[src/rtl/draw_scheduler_if.sv]
// -----------------------------------------------------------------------------
// draw_scheduler_if
//   Bundles the frame-control and datapath handshake signals of draw_scheduler.
//
//   Handshake: draw_req (or clear_req) is a one-cycle request carrying obj_idx
//   and erase. The scheduler issues nothing further until the datapath answers
//   with a one-cycle draw_done. A draw_done arriving while no request is
//   outstanding, including the cycle the request itself is raised, is ignored.
//
//   Signals
//     start_frame     control -> sched  start one erase+draw sequence
//     obj_valid       control -> sched  per-object active mask
//     draw_done       datapath -> sched request finished (1-cycle pulse)
//     obj_idx         sched -> datapath object selected for current request
//     erase           sched -> datapath 1 = background colour, 0 = object colour
//     draw_req        sched -> datapath 1-cycle draw request
//     clear_req       sched -> datapath 1-cycle full-screen clear request
//     busy            sched -> control  high whenever not idle
//     finish_drawing  sched -> control  1-cycle pulse at sequence completion
//
//   Modports
//     master : the environment (game control FSM + square datapath)
//     slave  : the scheduler
// -----------------------------------------------------------------------------
interface draw_scheduler_if #(
   parameter int NUM_OBJ = 4,
   parameter int IDX_W   = 2
);
   logic               start_frame;
   logic [NUM_OBJ-1:0] obj_valid;
   logic               draw_done;
   logic [IDX_W-1:0]   obj_idx;
   logic               erase;
   logic               draw_req;
   logic               clear_req;
   logic               busy;
   logic               finish_drawing;

   modport master (
      output start_frame, obj_valid, draw_done,
      input  obj_idx, erase, draw_req, clear_req, busy, finish_drawing
   );

   modport slave (
      input  start_frame, obj_valid, draw_done,
      output obj_idx, erase, draw_req, clear_req, busy, finish_drawing
   );
endinterface

[src/rtl/draw_scheduler.sv]
// -----------------------------------------------------------------------------
// draw_scheduler
//   Sequences the shared square-drawing datapath over NUM_OBJ object slots once
//   per frame. An erase pass repaints background over every object drawn in the
//   previous frame, then a draw pass paints every object valid in this frame.
//   Exactly one datapath request is in flight at a time.
//
//   Optional feature (macro CLEAR_SCREEN_EN):
//     defined   : the first frame after reset begins with one full-screen
//                 clear request (clear_req) before the erase pass.
//     undefined : no clear states; clear_req stays 0.
//
//   Ports
//     clock      in   system clock, all logic on posedge
//     reset      in   synchronous, active-low
//     bus        slave modport of draw_scheduler_if (see that file)
//     state_dbg  out  current FSM state, for observation only
//
//   Parameters
//     NUM_OBJ    number of object slots (>= 2)
//     IDX_W      object index width; must equal $clog2(NUM_OBJ)
// -----------------------------------------------------------------------------
module draw_scheduler #(
   parameter int NUM_OBJ = 4,
   parameter int IDX_W   = 2
) (
   input  logic               clock,
   input  logic               reset,
   draw_scheduler_if.slave    bus,
   output logic [3:0]         state_dbg
);

   typedef enum logic [3:0] {
      S_IDLE        = 4'd0,
      S_ERASE_ISSUE = 4'd1,
      S_ERASE_WAIT  = 4'd2,
      S_DRAW_ISSUE  = 4'd3,
      S_DRAW_WAIT   = 4'd4,
`ifdef CLEAR_SCREEN_EN
      S_CLEAR_ISSUE = 4'd6,
      S_CLEAR_WAIT  = 4'd7,
`endif
      S_DONE        = 4'd5
   } state_t;

   // Registered copy of every output, updated together with the state so the
   // outputs always match the state they belong to without any output logic.
   typedef struct packed {
      logic [IDX_W-1:0] obj_idx;
      logic             erase;
      logic             draw_req;
      logic             clear_req;
      logic             busy;
      logic             finish_drawing;
   } out_t;

   localparam logic [IDX_W-1:0] LAST_IDX = IDX_W'(NUM_OBJ - 1);

   state_t             state;
   logic [IDX_W-1:0]   idx;
   logic [NUM_OBJ-1:0] cur_mask;     // objects drawn in this frame
   logic [NUM_OBJ-1:0] prev_mask;    // objects drawn in the previous frame
   logic               first_frame;  // no frame completed since reset
   out_t               outs;

   // Slot advance shared by both passes: step to the next slot, or at the last
   // slot return to slot 0 and move on to the following pass.
   logic [IDX_W-1:0]   adv_idx;
   state_t             erase_adv_state;
   state_t             draw_adv_state;

   assign adv_idx         = (idx == LAST_IDX) ? '0 : idx + IDX_W'(1);
   assign erase_adv_state = (idx == LAST_IDX) ? S_DRAW_ISSUE : S_ERASE_ISSUE;
   assign draw_adv_state  = (idx == LAST_IDX) ? S_DONE       : S_DRAW_ISSUE;

   // Output pattern for a given state. An ISSUE state raises draw_req only
   // when its slot is set in the pass's mask; otherwise the slot is skipped.
   function automatic out_t decode(
      input state_t             st,
      input logic [IDX_W-1:0]   i,
      input logic [NUM_OBJ-1:0] cm,
      input logic [NUM_OBJ-1:0] pm
   );
      out_t o;
      o         = '0;
      o.busy    = (st != S_IDLE);
      o.obj_idx = (st == S_IDLE) ? '0 : i;
      case (st)
         S_ERASE_ISSUE: begin
            o.erase    = 1'b1;
            o.draw_req = pm[i];
         end
         S_ERASE_WAIT:  o.erase          = 1'b1;
         S_DRAW_ISSUE:  o.draw_req       = cm[i];
         S_DONE:        o.finish_drawing = 1'b1;
`ifdef CLEAR_SCREEN_EN
         S_CLEAR_ISSUE: o.clear_req      = 1'b1;
`endif
         default: ;
      endcase
      return o;
   endfunction

   always_ff @(posedge clock) begin
      if (!reset) begin
         // Also abandons any outstanding request mid-frame.
         state       <= S_IDLE;
         idx         <= '0;
         cur_mask    <= '0;
         prev_mask   <= '0;
         first_frame <= 1'b1;
         outs        <= '0;
      end else begin
         case (state)
            S_IDLE: begin
               if (bus.start_frame) begin
                  // The mask is frozen here; later obj_valid changes wait for
                  // the next frame.
                  cur_mask <= bus.obj_valid;
                  idx      <= '0;
`ifdef CLEAR_SCREEN_EN
                  if (first_frame) begin
                     state <= S_CLEAR_ISSUE;
                     outs  <= decode(S_CLEAR_ISSUE, '0, bus.obj_valid, prev_mask);
                  end else begin
                     state <= S_ERASE_ISSUE;
                     outs  <= decode(S_ERASE_ISSUE, '0, bus.obj_valid, prev_mask);
                  end
`else
                  state <= S_ERASE_ISSUE;
                  outs  <= decode(S_ERASE_ISSUE, '0, bus.obj_valid, prev_mask);
`endif
               end
            end

`ifdef CLEAR_SCREEN_EN
            S_CLEAR_ISSUE: begin
               state <= S_CLEAR_WAIT;
               outs  <= decode(S_CLEAR_WAIT, idx, cur_mask, prev_mask);
            end

            S_CLEAR_WAIT: begin
               if (bus.draw_done) begin
                  state <= S_ERASE_ISSUE;
                  idx   <= '0;
                  outs  <= decode(S_ERASE_ISSUE, '0, cur_mask, prev_mask);
               end
            end
`endif

            S_ERASE_ISSUE: begin
               // draw_done is not looked at here, so a pulse arriving in the
               // same cycle as the request cannot complete it.
               if (prev_mask[idx]) begin
                  state <= S_ERASE_WAIT;
                  outs  <= decode(S_ERASE_WAIT, idx, cur_mask, prev_mask);
               end else begin
                  state <= erase_adv_state;
                  idx   <= adv_idx;
                  outs  <= decode(erase_adv_state, adv_idx, cur_mask, prev_mask);
               end
            end

            S_ERASE_WAIT: begin
               if (bus.draw_done) begin
                  state <= erase_adv_state;
                  idx   <= adv_idx;
                  outs  <= decode(erase_adv_state, adv_idx, cur_mask, prev_mask);
               end
            end

            S_DRAW_ISSUE: begin
               if (cur_mask[idx]) begin
                  state <= S_DRAW_WAIT;
                  outs  <= decode(S_DRAW_WAIT, idx, cur_mask, prev_mask);
               end else begin
                  state <= draw_adv_state;
                  idx   <= adv_idx;
                  outs  <= decode(draw_adv_state, adv_idx, cur_mask, prev_mask);
               end
            end

            S_DRAW_WAIT: begin
               if (bus.draw_done) begin
                  state <= draw_adv_state;
                  idx   <= adv_idx;
                  outs  <= decode(draw_adv_state, adv_idx, cur_mask, prev_mask);
               end
            end

            S_DONE: begin
               // This frame's objects become the ones to erase next frame.
               prev_mask   <= cur_mask;
               first_frame <= 1'b0;
               state       <= S_IDLE;
               idx         <= '0;
               outs        <= '0;
            end

            default: begin
               state <= S_IDLE;
               idx   <= '0;
               outs  <= '0;
            end
         endcase
      end
   end

   assign bus.obj_idx        = outs.obj_idx;
   assign bus.erase          = outs.erase;
   assign bus.draw_req       = outs.draw_req;
   assign bus.clear_req      = outs.clear_req;  // never set without CLEAR_SCREEN_EN
   assign bus.busy           = outs.busy;
   assign bus.finish_drawing = outs.finish_drawing;
   assign state_dbg          = state;

endmodule

[src/flat_wrapper.sv]
// flat-port wrapper written by rule: the top's interface ports become plain ports
module draw_scheduler_flat 
#(
   parameter int NUM_OBJ = 4,
   parameter int IDX_W   = 2
)
  (clock, reset, state_dbg, bus_start_frame, bus_obj_valid, bus_draw_done, bus_obj_idx, bus_erase, bus_draw_req, bus_clear_req, bus_busy, bus_finish_drawing);
  draw_scheduler_if #(.NUM_OBJ(NUM_OBJ), .IDX_W(IDX_W)) bus_i ();
  input  logic clock;
  input  logic reset;
  output logic [3:0] state_dbg;
  input wire logic [$bits(bus_i.start_frame)-1:0] bus_start_frame;
  input wire logic [$bits(bus_i.obj_valid)-1:0] bus_obj_valid;
  input wire logic [$bits(bus_i.draw_done)-1:0] bus_draw_done;
  output wire logic [$bits(bus_i.obj_idx)-1:0] bus_obj_idx;
  output wire logic [$bits(bus_i.erase)-1:0] bus_erase;
  output wire logic [$bits(bus_i.draw_req)-1:0] bus_draw_req;
  output wire logic [$bits(bus_i.clear_req)-1:0] bus_clear_req;
  output wire logic [$bits(bus_i.busy)-1:0] bus_busy;
  output wire logic [$bits(bus_i.finish_drawing)-1:0] bus_finish_drawing;
  assign bus_i.start_frame = bus_start_frame;
  assign bus_i.obj_valid = bus_obj_valid;
  assign bus_i.draw_done = bus_draw_done;
  assign bus_obj_idx = bus_i.obj_idx;
  assign bus_erase = bus_i.erase;
  assign bus_draw_req = bus_i.draw_req;
  assign bus_clear_req = bus_i.clear_req;
  assign bus_busy = bus_i.busy;
  assign bus_finish_drawing = bus_i.finish_drawing;
  draw_scheduler #(.NUM_OBJ(NUM_OBJ), .IDX_W(IDX_W)) u_core (.clock(clock), .reset(reset), .bus(bus_i), .state_dbg(state_dbg));
endmodule
[config.mk]
export PLATFORM = sky130hd
export DESIGN_NAME = draw_scheduler_flat
export DESIGN_NICKNAME = d
export VERILOG_FILES = /design/src/rtl/draw_scheduler_if.sv /design/src/rtl/draw_scheduler.sv /design/src/flat_wrapper.sv
export SDC_FILE = /design/constraint.sdc
export NUM_CORES = 1
export LEC_CHECK = 0
export BUFFER_PORTS_ARGS = -buffer_cell sky130_fd_sc_hd__buf_2
export CAP_MARGIN = 20
export CORE_MARGIN = 4
export CORE_UTILIZATION = 24
export CTS_CLUSTER_SIZE = 14
export DETAILED_ROUTE_END_ITERATION = 10
export PLACE_DENSITY = 0.52
export SLEW_MARGIN = 10
export SYNTH_ARGS = -nofsm -noshare
export SYNTH_HDL_FRONTEND = slang
export SYNTH_SLANG_ARGS = --single-unit
export TNS_END_PERCENT = 10
[constraint.sdc]
create_clock -name clock -period 2.5 [get_ports clock]
set_input_delay 0.375 -clock clock [delete_from_list [all_inputs] [get_ports clock]]
set_output_delay 0.375 -clock clock [all_outputs]
set_load 0.01 [all_outputs]
==> reports/summary.txt, run 1 <==
Status: finished clean
Gate Count Post-Synth: 141
Share of layout cells above drive strength 1: 20.26%
Cts hold-fix bufs: 0
Final Instance Area: 0.001420 mm^2
TritonCTS Buffers: 3
Largest net degree at the start of global routing: 23
Drt pass-1 iters: 4
I/O Buffers: 16
CTS tree: done
Initial DRC Count: 122
Worst Path Required: 2.66 ns
RD Place Congestion: 0.8640
Yosys warns: 0
Top Ports: 19
Fin nets: 163
Core Area: 0.004848 mm^2
Remaining antenna violation count: 0
First-pass GRT wire length: 5.154 mm
# DRC: 0
Postcts setup bufs: 0
Post-DR wirelength/cell: 13.51 um
Critical path type: reg2reg
Detailed Route WL: 2.973 mm
Synth area leaders: dfxtp_1, mux2i_1, mux4_2
Final setup vio count: 0
Clk sinks: 19
Vias: 1058
Lkg Pwr: 0.5639 nW
Register area: 380.4 um^2
CTS Root Cell: clkbuf_8
Die area: 0.006369 mm^2
Row cnt: 25
Pins over their slew limit: 0
Synth Flop Type: dfxtp_1
Netlist cell types: 44
Largest area contributor in the netlist: dfxtp_1
Total chip power: 0.6619 mW
Final min period: 2.031 ns
Clock Tree Buf Depth: 2
Htree depth: 1
Die Width: 79.81 um
DR vias/cell: 4.809
Fin Setup TNS: 0 ns
Fin cells: 220
Detailed Place HPWL: 2.164 mm
RSZ-0062 raised after global routing: no
Number of flops mapped to enable cells by yosys: 0
Share of the synthesized area in the top cell type: 30.74%
Critical path launch point type: flip-flop
Placed cells: 216
N_diodes: 0
Tcrit/Tclk final: 81.25%
Sequential fraction of the synthesis area: 30.74%
Syn Std Cell Area: 0.001237 mm^2
Clock skew: 0.008418 ns
Synthesis-to-layout area growth: 14.76%
Total GRT Usage: 10.07%
Grt total ovfl: 0
Multi-input gate area: 782.0 um^2
Fillers: 542
Worst hold margin: 0.3744 ns
Syn Area/Cell: 8.776 um^2
Power density over cell area: 466.1 mW/mm^2
Top-count cell post-synth: dfxtp_1
Fmax: 492.3 MHz
Worst vdd ir: 230.8 uV
Final hold viol count: 0
Crit end category: flip-flop
Vias in the first global route: 990
CP arrival: 2.19 ns
Cell Area, Placed: 0.001375 mm^2
Clk slew on worst S/H paths: 0.08 ns
Initial Util: 25.52%
Worst min path class: in2reg
Max-cap violations: 0
Post-synth ARST share: 0%
Resize count post-CTS: 0
Synth cell count leaders: dfxtp_1, mux2i_1, nor2b_1
Yosys reg bits: 19
DIE HEIGHT: 79.81 um
Clk_lat worst skew: 0.26 ns
Initial antenna violation count: 0
CP Max Fanout: 8
cell type report:
cell class | instances | area share (%)
Sequential cell | 19 | 26.78
Inverter | 3 | 0.7930
Multi-Input combinational cell | 106 | 55.07
Timing Repair Buffer | 21 | 8.282
Clock buffer | 4 | 3.172
Tap cell | 67 | 5.903
metrics by stage:
stage	utilization (%)	setup WS, ns
floorplan	-	0.5238
global placement	28.36	0.5052
detailed placement	28.36	0.4614
CTS	29.29	0.4483
global route	29.29	0.3430
finish	29.29	0.4686
metal layers:
metal  part of all wire, %  up-vias  track usage, %
li1                      -      539               -
met1                    53      490           15.03
met2                    42       27           14.86
met3                   5.0        2           2.370
met4                  0.24        0           1.520
met5                     0        -               0
critical path: stages (launching register included):
cell and delay [ns]:
dfxtp_1 0.40, ha_1 0.47, mux4_2 0.54, nand4bb_1 0.11, o21ai_1 0.07, o311a_1 0.35
cells in the final DEF, fill, tap and decap left out, types with 3 or more instances in the layout:
cell type,instances
dfxtp_1,19
mux2i_1,16
buf_2,16
nor2b_1,12
nand2_1,9
a21oi_1,9
nor2_1,7
nand3_1,6
o21ai_0,6
buf_4,5
mux4_2,4
nand2b_1,3
clkbuf_8,3
cells by family (layout without fill, tap and decap cells):
logic type / count (synthesis) / after routing / share of synthesized area, %
AO/OA/AOI/OAI: 37 / 37 / 20.73
buffers and inverters: 17 / 28 / 6.370
multiplexers: 21 / 21 / 21.13
XOR/XNOR: 1 / 1 / 0.7079
adder cells (fa/ha/maj): 1 / 1 / 1.011
flip-flops: 19 / 19 / 30.74
other: 1 / 2 / 0.3030
AND/OR/NAND/NOR: 44 / 44 / 19.01
flip-flops by register name (all words and copies together), names as in the netlist:
name,flops
u_core.cur_mask,4
u_core.state_dbg,3
u_core.bus.draw_req,1
u_core.prev_mask,4
u_core.bus.finish_drawing,1
u_core.bus.erase,1
u_core.bus.obj_idx,2
u_core.idx,2
u_core.bus.busy,1
path summary, 6_finish.rpt:
check                              end  cells after the start                 startpoint  slack [ns]
max                u_core.bus.draw_req                      5              u_core.idx[1]        0.47
min                 u_core.cur_mask[2]                      3           bus_obj_valid[2]        0.37
max reg2reg        u_core.bus.draw_req                      5              u_core.idx[1]        0.47
min reg2reg  u_core.bus.finish_drawing                      2  u_core.bus.finish_drawing        0.46
power breakdown:
group          total (mW)  switching [mW]  internal (mW)
Combinational       0.111          0.0632         0.0476
Clock               0.222           0.109          0.113
Sequential          0.329          0.0146          0.314
Power figures use the tool's default switching activity.
==> run 2, diff against run 1 <==
--- a/config.mk
+++ b/config.mk
@@ -11,7 +11,7 @@
 export CORE_UTILIZATION = 24
 export CTS_CLUSTER_SIZE = 14
 export DETAILED_ROUTE_END_ITERATION = 10
-export PLACE_DENSITY = 0.52
+export PLACE_DENSITY = 0.54
 export SLEW_MARGIN = 10
 export SYNTH_ARGS = -nofsm -noshare
 export SYNTH_HDL_FRONTEND = slang
==> constraint.sdc (replaced) <==
create_clock -name clock -period 1.7 [get_ports clock]
set_input_delay 0.255 -clock clock [delete_from_list [all_inputs] [get_ports clock]]
set_output_delay 0.255 -clock clock [all_outputs]
set_load 0.01 [all_outputs]
==> reports/summary.txt, run 2 (same netlist as run 1, synthesis figures left out) <==
Fillers: 523
CP Max Fanout: 5
Failing checks: setup timing
Fin Setup TNS: -0.005938 ns
Slew headroom: 66.22%
I/O Buffers: 16
N_diodes: 0
Final Instance Area: 0.001602 mm^2
Fmax: 586.2 MHz
Tcrit/Tclk final: 100.3%
DR vias/cell: 4.883
Post-DR wirelength/cell: 13.17 um
RD Place Congestion: 0.8442
# DRC: 0
Status: finished with violations
Crit end category: flip-flop
TritonCTS Buffers: 3
Commonest non-fill, non-tap cell in the layout: buf_4
Clock Tree Buf Depth: 2
Worst vdd ir: 340.9 uV
Final hold viol count: 0
Worst setup margin: -0.005938 ns
Row cnt: 25
Initial DRC Count: 116
Worst slew pin tran: 0.5067 ns
Worst min path class: in2reg
CP max stage cell: mux4_2
WP buf/inv: 0
Initial antenna violation count: 0
RSZ-0062 raised after global routing: yes
Total GRT Usage: 10.35%
Lkg Pwr: 0.6642 nW
Power density over cell area: 629.9 mW/mm^2
Hold depth: 3
Share of layout cells above drive strength 1: 32.37%
Max-cap violations: 0
Critical path type: reg2reg
DIE HEIGHT: 79.81 um
Drt pass-1 iters: 4
Detailed Place HPWL: 2.392 mm
Final setup vio count: 1
Worst Path Required: 1.86 ns
Synthesis-to-layout area growth: 29.42%
Remaining antenna violation count: 0
CTS tree: done
CP Cell Sequence: ha_4, mux4_2, nand4bb_1, o21ai_1, o311a_1
Critical path launch point type: flip-flop
Clock skew: 0.008796 ns
Levels on crit path: 5
Detailed Route WL: 3.161 mm
Most frequent cells in the layout: buf_4, dfxtp_1, buf_2
Multi-input gate area: 809.5 um^2
CTS Root Cell: clkbuf_8
Clk slew on worst S/H paths: 0.08 ns
Fin nets: 183
Pins over their slew limit: 0
Final min period: 1.706 ns
First-pass GRT wire length: 5.209 mm
Die Width: 79.81 um
Delay of the slowest cell on the worst path: 0.49 ns
Postcts setup bufs: 0
CP arrival: 1.86 ns
Delay-heaviest family, CP: multiplexers
Cell Area, Placed: 0.001541 mm^2
Vias: 1172
Worst hold margin: 0.2545 ns
Worst Reg-to-Reg Cells: 5
Grt total ovfl: 0
Htree depth: 1
Total chip power: 1.009 mW
Top Ports: 19
Largest net degree at the start of global routing: 23
Clk_lat worst skew: 0.26 ns
Die area: 0.006369 mm^2
Initial Util: 25.52%
Clk sinks: 19
Core Area: 0.004848 mm^2
Register area: 384.1 um^2
Vias in the first global route: 1104
-- run 2: worst register-to-register path, cell delays in order, from the launching register on --
cell and delay (ns):
dfxtp_4 0.37, ha_4 0.29, mux4_2 0.49, nand4bb_1 0.11, o21ai_1 0.06, o311a_1 0.28
-- run 2: stage by stage --
stage          setup slack [ns]  std cells  util [%]
2_1_floorplan          -0.05761        142         -
3_3_place_gp           0.005624        236     31.79
3_5_place_dp           0.002314        236     31.79
4_1_cts               -0.008447        240     32.72
5_1_grt                -0.05176        240     33.03
6_report              -0.005938        240     33.03
-- run 2: repair_timing --
item	4_1_cts	5_1_grt
endpoints found under the setup margin	1	5
hold buffers	0	0
resized for setup	0	5
pin swaps	1	1
-- run 2: final cells by class --
class,instances,area share (%)
flip-flops and latches,19,23.98
well taps,67,5.234
multi-input cells,106,50.55
clock buffers,4,2.812
repair buffers,41,16.72
inverters,3,0.7031
-- run 2: per-layer routing --
layer	part of all wire, %	vias to the layer above	global-route usage (%)
li1	-	577	-
met1	49	565	14.11
met2	46	26	16.44
met3	3.1	4	2.032
met4	1.6	0	3.041
met5	0	-	0
-- run 2: worst paths after layout --
kind	slack, ns	to	startpoint
min	0.25	u_core.cur_mask[1]	bus_obj_valid[1]
max reg2reg	-0.006	u_core.bus.draw_req	u_core.idx[0]
max	-0.006	u_core.bus.draw_req	u_core.idx[0]
min reg2reg	0.47	u_core.bus.finish_drawing	u_core.bus.finish_drawing
-- run 2: power breakdown --
part	internal, mW	switching [mW]
clock network	0.167	0.156
registers	0.461	0.0178
logic	0.101	0.106
==> run 3, diff against run 2 <==
--- a/config.mk
+++ b/config.mk
@@ -5,13 +5,14 @@
 export SDC_FILE = /design/constraint.sdc
 export NUM_CORES = 1
 export LEC_CHECK = 0
+export ABC_CLOCK_PERIOD_IN_PS = 1700
 export BUFFER_PORTS_ARGS = -buffer_cell sky130_fd_sc_hd__buf_2
 export CAP_MARGIN = 20
 export CORE_MARGIN = 4
-export CORE_UTILIZATION = 24
+export CORE_UTILIZATION = 45
 export CTS_CLUSTER_SIZE = 14
 export DETAILED_ROUTE_END_ITERATION = 10
-export PLACE_DENSITY = 0.54
+export PLACE_DENSITY = 0.8
 export SLEW_MARGIN = 10
 export SYNTH_ARGS = -nofsm -noshare
 export SYNTH_HDL_FRONTEND = slang
==> reports/summary.txt, run 3 (same netlist as run 1, synthesis figures left out) <==
CP Cell Sequence: ha_4, mux4_2, nand4bb_1, o21ai_1, o311a_1
Cts hold-fix bufs: 0
GR Util met3: 3.830%
CTS Root Cell: clkbuf_4
CP arrival: 1.96 ns
Failing checks: setup timing
Fillers: 240
Power density over cell area: 611.2 mW/mm^2
Cell Area, Placed: 0.001450 mm^2
DR vias/cell: 5.904
First-pass GRT wire length: 5.140 mm
Worst setup margin: -0.05098 ns
Final hold viol count: 0
Clock Tree Buf Depth: 2
Share of layout cells above drive strength 1: 31.55%
Initial DRC Count: 60
Tcrit/Tclk final: 103.0%
Fin nets: 178
Global Route met2 Usage: 31.33%
Htree depth: 1
Vias in the first global route: 1120
Clk_lat worst skew: 0.31 ns
Initial Util: 48.62%
Row cnt: 18
Clk slew on worst S/H paths: 0.11 ns
Die area: 0.003653 mm^2
Clock skew: 0.007828 ns
Drt pass-1 iters: 4
Critical path launch point type: flip-flop
Fin cells: 198
Die Width: 60.44 um
Top Ports: 19
WP buf/inv: 0
Synthesis-to-layout area growth: 21.44%
Fmax: 571.1 MHz
Pins over their slew limit: 0
Initial antenna violation count: 0
Crit end category: flip-flop
N_diodes: 0
RD Place Congestion: 0.8273
Worst Path Required: 1.90 ns
Post-DR wirelength/cell: 15.90 um
Pre-CTS WS: -0.06532 ns
Placed cells: 193
CTS tree: done
Remaining antenna violation count: 0
Lkg Pwr: 0.6402 nW
Max-cap violations: 0
Vias: 1169
Detailed Route WL: 3.148 mm
Clk sinks: 19
DIE HEIGHT: 60.44 um
CP max stage cell: mux4_2
Critical path type: reg2reg
Total chip power: 0.9185 mW
Commonest non-fill, non-tap cell in the layout: buf_4
Delay of the slowest cell on the worst path: 0.49 ns
Most frequent cells in the layout: buf_4, dfxtp_1, mux2i_1, buf_2, nor2b_1
RSZ-0062 raised after global routing: yes
Fin Setup TNS: -0.05267 ns
# DRC: 0
Worst min path class: in2reg
Final min period: 1.751 ns
Final setup vio count: 2
TritonCTS Buffers: 3
GRT met1 Usage: 22.73%
I/O Buffers: 16
Gr busiest metal: met2
Final Instance Area: 0.001503 mm^2
Status: finished with violations
Largest net degree at the start of global routing: 23
CP Max Fanout: 5
Detailed Place HPWL: 2.313 mm
Total GRT Usage: 18.63%
Worst vdd ir: 461.3 uV
Grt total ovfl: 0
Delay-heaviest family, CP: multiplexers
Core Area: 0.002545 mm^2
-- run 3: changes by cell type in the layout (fill, tap and decap cells not counted), sizes merged --
cell,delta
buf,-5
clkbuf,-1
clkinv,+1
-- run 3: through the flow --
| stage | hold slack, ns | util [%] |
|---|---|---|
| after floorplan | 0.3964 | - |
| after detailed placement | 0.4620 | 56.98 |
| after global placement | 0.4491 | 56.98 |
| final | 0.2040 | 59.05 |
| after CTS | 0.2001 | 58.41 |
| after global routing | 0.2184 | 59.05 |
-- run 3: area by class of cell --
cell class	instances	area, um^2	area share, %
clock inverters	1	5.005	0.3331
flip-flops and latches	19	384.1	25.56
multi-input cells	106	812.0	54.04
clock buffers	3	22.52	1.499
repair buffers	36	230.2	15.32
well taps	30	37.54	2.498
inverters	3	11.26	0.7494
-- run 3: path summary, 6_finish.rpt --
path | from | endpoint | slack [ns] | depth (start not counted)
setup / recovery | u_core.idx[0] | u_core.bus.draw_req | -0.05 | 5
hold / removal | bus_obj_valid[3] | u_core.cur_mask[3] | 0.20 | 3
hold reg to reg | u_core.bus.finish_drawing | u_core.bus.finish_drawing | 0.48 | 2
setup reg to reg | u_core.idx[0] | u_core.bus.draw_req | -0.05 | 5
-- run 3: per-layer routing --
metal	routed length, um	up-vias
li1	-	565
met1	1331	561
met2	1595	34
met3	153	9
met4	68	0
met5	0	-
-- run 3: timing repair --
action,4_1_cts,5_1_grt
setup buffers,0,1
endpoints found under the setup margin,4,9
gates resized for setup,3,2
pin swaps,2,1
-- run 3: power breakdown --
group | internal [mW] | switching [mW]
Sequential | 0.462 | 0.0198
Combinational | 0.0948 | 0.104
Clock | 0.0880 | 0.150
Total | 0.644 | 0.274
-- run 3: worst register-to-register path: stages, from the launching register on --
cell	delay (ns)
dfxtp_4	0.39
ha_4	0.30
mux4_2	0.49
nand4bb_1	0.11
o21ai_1	0.07
o311a_1	0.28
